--- src/rtl/sync_fifo_param_pkg.sv ---
// Shared constants and helpers for the parametrised synchronous FIFO.
package sync_fifo_param_pkg;

  // Read-mode selectors for the FWFT parameter
  localparam int MODE_REG  = 0;  // data_out registered, one cycle after get
  localparam int MODE_FWFT = 1;  // head word shown ahead of get

  // Ceiling log2; constant-foldable so it can size ports and localparams
  function automatic int clog2(input int n);
    int r;
    r = 0;
    for (int v = 1; v < n; v = v << 1) begin
      r = r + 1;
    end
    return r;
  endfunction

  // Pointer width for a given depth (at least one bit)
  function automatic int addr_width(input int depth);
    return (clog2(depth) < 1) ? 1 : clog2(depth);
  endfunction

endpackage

--- src/rtl/sync_fifo_param_if.sv ---
// Request/response bundle between a FIFO user (master) and the FIFO (slave).
interface sync_fifo_param_if #(
  parameter int WIDTH = 8,
  parameter int DEPTH = 4
);
  localparam int AW = sync_fifo_param_pkg::addr_width(DEPTH);

  logic             flush;
  logic             clr_err;
  logic [WIDTH-1:0] data_in;
  logic             put;
  logic             get;
  logic [WIDTH-1:0] data_out;
  logic             empty;
  logic             full;
  logic             almost_empty;
  logic             almost_full;
  logic [AW:0]      count;
  logic             overflow;
  logic             underflow;

  modport master (
    output flush, clr_err, data_in, put, get,
    input  data_out, empty, full, almost_empty, almost_full, count, overflow, underflow
  );

  modport slave (
    input  flush, clr_err, data_in, put, get,
    output data_out, empty, full, almost_empty, almost_full, count, overflow, underflow
  );
endinterface

--- src/rtl/sync_fifo_param_mem.sv ---
// Dual-port storage: one synchronous write port, one asynchronous read port.
module sync_fifo_param_mem
  import sync_fifo_param_pkg::*;
#(
  parameter int WIDTH = 8,
  parameter int DEPTH = 4
) (
  input  logic                        clk,
  input  logic                        wr_en,
  input  logic [addr_width(DEPTH)-1:0] wr_addr,
  input  logic [WIDTH-1:0]            wr_data,
  input  logic [addr_width(DEPTH)-1:0] rd_addr,
  output logic [WIDTH-1:0]            rd_data
);
  logic [WIDTH-1:0] mem_reg [DEPTH];

  // Write port; contents are never reset, only overwritten
  always_ff @(posedge clk) begin
    if (wr_en) begin
      mem_reg[wr_addr] <= wr_data;
    end
  end

  assign rd_data = mem_reg[rd_addr];
endmodule

--- src/rtl/sync_fifo_param.sv ---
// Single-clock FIFO with thresholds, occupancy, sticky errors, flush and
// selectable registered / show-ahead read.
module sync_fifo_param
  import sync_fifo_param_pkg::*;
#(
  parameter int WIDTH         = 8,
  parameter int DEPTH         = 4,
  parameter int AFULL_THRESH  = 3,
  parameter int AEMPTY_THRESH = 1,
  parameter int FWFT          = MODE_REG
) (
  input logic              clk,
  input logic              reset,
  sync_fifo_param_if.slave bus
);
  localparam int          AW        = addr_width(DEPTH);
  localparam logic [AW:0] DEPTH_CNT = (AW + 1)'(DEPTH);
  localparam logic [AW:0] AF_CNT    = (AW + 1)'(AFULL_THRESH);
  localparam logic [AW:0] AE_CNT    = (AW + 1)'(AEMPTY_THRESH);

  // Refuse to build with an unusable geometry or threshold
  if (DEPTH < 2 || (DEPTH & (DEPTH - 1)) != 0 ||
      AFULL_THRESH < 1 || AFULL_THRESH > DEPTH ||
      AEMPTY_THRESH < 0 || AEMPTY_THRESH > DEPTH - 1 ||
      (FWFT != MODE_REG && FWFT != MODE_FWFT)) begin : g_bad_params
    $fatal(1, "sync_fifo_param: illegal DEPTH/threshold/FWFT parameters");
  end

  logic [AW-1:0]    wr_ptr_reg, rd_ptr_reg;
  logic [AW:0]      count_reg, count_next;
  logic             overflow_reg, underflow_reg;
  logic             empty_w, full_w;
  logic             get_ok, put_ok, ovf_evt, unf_evt;
  logic [WIDTH-1:0] rd_data;

  assign empty_w = (count_reg == '0);
  assign full_w  = (count_reg == DEPTH_CNT);

  // Accept decisions and error events, all from pre-edge state
  always_comb begin
    get_ok  = bus.get & ~empty_w;
    put_ok  = bus.put & (~full_w | get_ok);
    ovf_evt = bus.put & ~put_ok;
    unf_evt = bus.get & empty_w;
    case ({put_ok, get_ok})
      2'b10:   count_next = count_reg + (AW + 1)'(1);
      2'b01:   count_next = count_reg - (AW + 1)'(1);
      default: count_next = count_reg;
    endcase
  end

  // Pointers and occupancy; flush drops this cycle's put/get
  always_ff @(posedge clk) begin
    if (reset || bus.flush) begin
      wr_ptr_reg <= '0;
      rd_ptr_reg <= '0;
      count_reg  <= '0;
    end else begin
      if (put_ok) wr_ptr_reg <= wr_ptr_reg + AW'(1);
      if (get_ok) rd_ptr_reg <= rd_ptr_reg + AW'(1);
      count_reg <= count_next;
    end
  end

  // Sticky error flags; a fresh error beats clr_err, flush leaves them alone
  always_ff @(posedge clk) begin
    if (reset) begin
      overflow_reg  <= 1'b0;
      underflow_reg <= 1'b0;
    end else if (!bus.flush) begin
      overflow_reg  <= (overflow_reg  & ~bus.clr_err) | ovf_evt;
      underflow_reg <= (underflow_reg & ~bus.clr_err) | unf_evt;
    end
  end

  sync_fifo_param_mem #(
    .WIDTH(WIDTH),
    .DEPTH(DEPTH)
  ) u_mem (
    .clk     (clk),
    .wr_en   (put_ok & ~bus.flush & ~reset),
    .wr_addr (wr_ptr_reg),
    .wr_data (bus.data_in),
    .rd_addr (rd_ptr_reg),
    .rd_data (rd_data)
  );

  if (FWFT == MODE_FWFT) begin : g_fwft
    assign bus.data_out = empty_w ? '0 : rd_data;
  end else begin : g_reg
    logic [WIDTH-1:0] data_out_reg;

    // Registered read: capture the head word only when a get is accepted
    always_ff @(posedge clk) begin
      if (reset || bus.flush) begin
        data_out_reg <= '0;
      end else if (get_ok) begin
        data_out_reg <= rd_data;
      end
    end

    assign bus.data_out = data_out_reg;
  end

  assign bus.empty        = empty_w;
  assign bus.full         = full_w;
  assign bus.almost_empty = (count_reg <= AE_CNT);
  assign bus.almost_full  = (count_reg >= AF_CNT);
  assign bus.count        = count_reg;
  assign bus.overflow     = overflow_reg;
  assign bus.underflow    = underflow_reg;
endmodule

--- src/flat_wrapper.sv ---
// flat-port wrapper written by rule: the top's interface ports become plain ports
module sync_fifo_param_flat import sync_fifo_param_pkg::*;
#(
  parameter int WIDTH         = 8,
  parameter int DEPTH         = 4,
  parameter int AFULL_THRESH  = 3,
  parameter int AEMPTY_THRESH = 1,
  parameter int FWFT          = MODE_REG
)
  (clk, reset, bus_flush, bus_clr_err, bus_data_in, bus_put, bus_get, bus_data_out, bus_empty, bus_full, bus_almost_empty, bus_almost_full, bus_count, bus_overflow, bus_underflow);
  sync_fifo_param_if #(.WIDTH(WIDTH), .DEPTH(DEPTH)) bus_i ();
  input logic clk;
  input logic reset;
  input wire logic [$bits(bus_i.flush)-1:0] bus_flush;
  input wire logic [$bits(bus_i.clr_err)-1:0] bus_clr_err;
  input wire logic [$bits(bus_i.data_in)-1:0] bus_data_in;
  input wire logic [$bits(bus_i.put)-1:0] bus_put;
  input wire logic [$bits(bus_i.get)-1:0] bus_get;
  output wire logic [$bits(bus_i.data_out)-1:0] bus_data_out;
  output wire logic [$bits(bus_i.empty)-1:0] bus_empty;
  output wire logic [$bits(bus_i.full)-1:0] bus_full;
  output wire logic [$bits(bus_i.almost_empty)-1:0] bus_almost_empty;
  output wire logic [$bits(bus_i.almost_full)-1:0] bus_almost_full;
  output wire logic [$bits(bus_i.count)-1:0] bus_count;
  output wire logic [$bits(bus_i.overflow)-1:0] bus_overflow;
  output wire logic [$bits(bus_i.underflow)-1:0] bus_underflow;
  assign bus_i.flush = bus_flush;
  assign bus_i.clr_err = bus_clr_err;
  assign bus_i.data_in = bus_data_in;
  assign bus_i.put = bus_put;
  assign bus_i.get = bus_get;
  assign bus_data_out = bus_i.data_out;
  assign bus_empty = bus_i.empty;
  assign bus_full = bus_i.full;
  assign bus_almost_empty = bus_i.almost_empty;
  assign bus_almost_full = bus_i.almost_full;
  assign bus_count = bus_i.count;
  assign bus_overflow = bus_i.overflow;
  assign bus_underflow = bus_i.underflow;
  sync_fifo_param #(.WIDTH(WIDTH), .DEPTH(DEPTH), .AFULL_THRESH(AFULL_THRESH), .AEMPTY_THRESH(AEMPTY_THRESH), .FWFT(FWFT)) u_core (.clk(clk), .reset(reset), .bus(bus_i));
endmodule
--- config.mk ---
export PLATFORM = sky130hd
export DESIGN_NAME = sync_fifo_param_flat
export DESIGN_NICKNAME = d
export VERILOG_FILES = /design/src/rtl/sync_fifo_param_pkg.sv /design/src/rtl/sync_fifo_param_if.sv /design/src/rtl/sync_fifo_param_mem.sv /design/src/rtl/sync_fifo_param.sv /design/src/flat_wrapper.sv
export SDC_FILE = /design/constraint.sdc
export NUM_CORES = 1
export LEC_CHECK = 0
export CORE_ASPECT_RATIO = 1.5
export CORE_UTILIZATION = 57
export DETAILED_ROUTE_END_ITERATION = 7
export GPL_TIMING_DRIVEN = 0
export PLACE_DENSITY = 0.83
export RECOVER_POWER = 100
export SKIP_CTS_REPAIR_TIMING = 1
export SYNTH_ARGS = -nofsm -noshare
export SYNTH_HDL_FRONTEND = slang
export SYNTH_SLANG_ARGS = --single-unit
--- constraint.sdc ---
create_clock -name clk -period 4 [get_ports clk]
set_clock_uncertainty 0.05 [all_clocks]
set_input_delay 0.8 -clock clk [delete_from_list [all_inputs] [get_ports clk]]
set_output_delay 0.8 -clock clk [all_outputs]
set_load 0.01 [all_outputs]
==> flow_metrics.env <==
export IMPL_status="completed"
export IMPL_proportion_of_synthesized_flip_flops_having_asynchronous_set_or_reset_pct=0
export IMPL_worst_hold_path_type="flop to flop"
export IMPL_netlist_top_cells_area="sky130_fd_sc_hd__edfxtp_1 (45%), sky130_fd_sc_hd__dfxtp_1 (16%), sky130_fd_sc_hd__mux4_2 (6.4%), sky130_fd_sc_hd__ha_1 (5.3%), sky130_fd_sc_hd__a22o_1 (3.3%)"
export IMPL_grt_overflow_total=0
export IMPL_number_of_instances_in_the_synthesized_netlist=148
export IMPL_routed_via_count=1341
export IMPL_final_layout_size_suffix_gt1_share_pct=10.2
export IMPL_post_route_drc_count=0
export IMPL_synth_seq_area_share_pct=61.6
export IMPL_fin_total_pwr_uw=935
export IMPL_number_of_max_capacitance_violations_reported=0
export IMPL_core_rowCount=26
export IMPL_fin_tns_setup_ns=0
export IMPL_clock_fmax_mhz=317
export IMPL_critical_path_required_ns=3.15
export IMPL_slowest_stage="sky130_fd_sc_hd__dlygate4sd3_1"
export IMPL_critPathMostFrequentCell="sky130_fd_sc_hd__inv_1"
export IMPL_floorplan_initialDensity_pct=60.7
export IMPL_synth_seq_cells=49
export IMPL_worst_setup_path_end_kind="output pin"
export IMPL_setup_viol=0
export IMPL_layout_cells_most_common="sky130_fd_sc_hd__edfxtp_1"
export IMPL_worst_path_arrival_time_ns=2.30
export IMPL_ctsLongestPathBuffers=2
export IMPL_mappedNetlistArea_um2=2110
export IMPL_routabilityCongestion=0.782
export IMPL_cts_htree_levels=2
export IMPL_postSynthAreaPerCell_um2=14.3
export IMPL_synth_nets=171
export IMPL_final_util_pct=73.0
export IMPL_synth_largest_type_area_fraction_pct=45.5
export IMPL_num_antenna_cells=0
export IMPL_filler_cell_count=234
export IMPL_detail_route_first_pass_iterations=4
export IMPL_antenna_violations_before_repair=0
export IMPL_syn_to_final_growth_pct=20.3
export IMPL_final_net_count=208
export IMPL_floorplan_die_width_um=51.7
export IMPL_layoutNonFillerInstCount=228
export IMPL_largest_net_degree_at_the_start_of_global_routing=15
export IMPL_floorplan_die_height_um=76.6
export IMPL_synth_yosys_warnings=0
export IMPL_clock_sink_count=49
export IMPL_number_of_flip_flops_under_the_largest_register_name=32
export IMPL_layout_min_cycle_time_ns=3.15
export IMPL_place_detailed_instances=220
export IMPL_post_synth_num_cell_types=38
export IMPL_dp_hpwl_um=3030
export IMPL_synth_area_leader_cell="sky130_fd_sc_hd__edfxtp_1"
export IMPL_floorplan_core_area_um2=3480
export IMPL_routed_wire_length_per_instance_um=17.4
export IMPL_post_route_period_util_pct=78.8
export IMPL_start_kind="flop"
export IMPL_clock_tree_root_cell="sky130_fd_sc_hd__clkbuf_8"
export IMPL_dieArea_um2=3960
export IMPL_port_buffer_count=30
export IMPL_totalWireLength_um=3970
export IMPL_type_of_the_worst_setup_path="flop to output pin"
export IMPL_timing_max_transition_violations_final=0
export IMPL_design_portCount=31
export IMPL_number_of_global_route_vias_before_repair=1401
export IMPL_viasPerCell=5.88
export IMPL_path_cells="inv_1 > ha_1 > clkbuf_1 > nand2b_2 > inv_1 > dlygate4sd3_1"
export IMPL_drt_antenna_violating_nets=0
export IMPL_clock_pin_slew_of_the_registers_on_the_worst_case_setup_and_hold_paths_ns=0.08
export IMPL_grt_setup_unrepaired="no"
export IMPL_critPathMaxStageDelay_ns=0.64
export IMPL_initialDrtViolationCount=41
export IMPL_hold_violations=0
export IMPL_transition_time_of_the_tightest_slew_check_pin_ns=0.928
export IMPL_commonest_cells_after_routing_fill_and_taps_aside="sky130_fd_sc_hd__edfxtp_1 (32), sky130_fd_sc_hd__dlygate4sd3_1 (25), sky130_fd_sc_hd__dfxtp_1 (17)"
export IMPL_insertion_delay_ns=0.30
export IMPL_crit_fanout=10
export IMPL_clock_tree_from_tritoncts="built"
export IMPL_ir_worst_vdd_uv=268
export IMPL_global_route_wire_length_before_repair_um=6560
export IMPL_synth_edf_count=32
export IMPL_p_leak_nw=0.927
export IMPL_powerDensity_nw_per_um2=368
export IMPL_track_usage_pct=23.2
export IMPL_clock_buffers_created_by_tritoncts=5
export IMPL_dominantRegCellSynth="sky130_fd_sc_hd__edfxtp_1"
export IMPL_relSlewSlack_pct=37.7
final cells by class:
class / count / area [um2] / area share, %
sequential: 49 / 1300 / 51.2
inverter: 10 / 37.5 / 1.48
clock buffer: 8 / 90.1 / 3.54
buffer: 7 / 36.3 / 1.43
timing repair buffer: 30 / 300 / 11.8
tap: 42 / 52.6 / 2.07
multi-input combinational: 82 / 724 / 28.5
metal layers:
metal	up-vias	part of all wire (%)	global-route usage (%)	routed length, um
met2	37	59	44.0	2350
met3	7	3.6	4.59	144
met1	657	35	23.0	1400
met5	-	0	0	0
met4	0	1.9	9.73	76
li1	640	-	-	-
power breakdown:
| part | switching, mW | total, mW | internal, mW |
|---|---|---|---|
| clock network | 0.151 | 0.292 | 0.141 |
| logic | 0.0491 | 0.0916 | 0.0425 |
| registers | 0.00493 | 0.551 | 0.546 |
path summary, 6_finish.rpt:
check | start | end | slack (ns) | depth (start not counted)
setup / recovery | u_core.bus.count[1] | bus_empty | 0.85 | 6
setup reg to reg | u_core.bus.count[1] | u_core.bus.data_out[7] | 1.64 | 7
hold / removal | u_core.bus.data_out[4] | u_core.bus.data_out[4] | 0.43 | 1
hold reg to reg | u_core.bus.data_out[4] | u_core.bus.data_out[4] | 0.43 | 1
worst max-delay path, delay by kind of cell (launching register included):
family	cells	cell delay, ns
buffers and inverters	4	1.35
AND/OR/NAND/NOR	1	0.13
flip-flops	1	0.35
adder cells (fa/ha/maj)	1	0.17
cell usage after synthesis (2+ instances only):
| cell type | n |
|---|---|
| sky130_fd_sc_hd__a21oi_1 | 5 |
| sky130_fd_sc_hd__a22o_1 | 8 |
| sky130_fd_sc_hd__a32oi_1 | 2 |
| sky130_fd_sc_hd__and2_1 | 2 |
| sky130_fd_sc_hd__and3_1 | 5 |
| sky130_fd_sc_hd__buf_2 | 4 |
| sky130_fd_sc_hd__dfxtp_1 | 17 |
| sky130_fd_sc_hd__edfxtp_1 | 32 |
| sky130_fd_sc_hd__ha_1 | 9 |
| sky130_fd_sc_hd__inv_1 | 7 |
| sky130_fd_sc_hd__inv_2 | 3 |
| sky130_fd_sc_hd__mux4_1 | 2 |
| sky130_fd_sc_hd__mux4_2 | 6 |
| sky130_fd_sc_hd__nand2_1 | 4 |
| sky130_fd_sc_hd__nand2b_1 | 2 |
| sky130_fd_sc_hd__nand3_1 | 3 |
| sky130_fd_sc_hd__nor2_1 | 8 |
| sky130_fd_sc_hd__o21ai_0 | 7 |
| sky130_fd_sc_hd__o31ai_1 | 2 |
| sky130_fd_sc_hd__or4_1 | 2 |
stage by stage:
step                cell area, um2  hold WS [ns]  setup slack, ns
floorplan                     2110         0.434             1.99
global placement              2470         0.405             1.26
detailed placement            2470         0.420             1.18
CTS                           2560         0.443             1.13
global route                  2540         0.447            0.694
finish                        2540         0.431            0.850
cell families after synthesis:
kind of cell               Yosys count  share of synthesized area (%)
xor gates and xnor gates             1                          0.415
buffers and inverters               17                           3.61
muxes                                9                           9.35
and+or+nand+nor                     32                           8.76
adders and majority gates            9                           5.33
AOI/OAI and AO/OA                   31                           11.0
DFF                                 49                           61.6
Note: power is estimated with default switching activity, not from simulation.
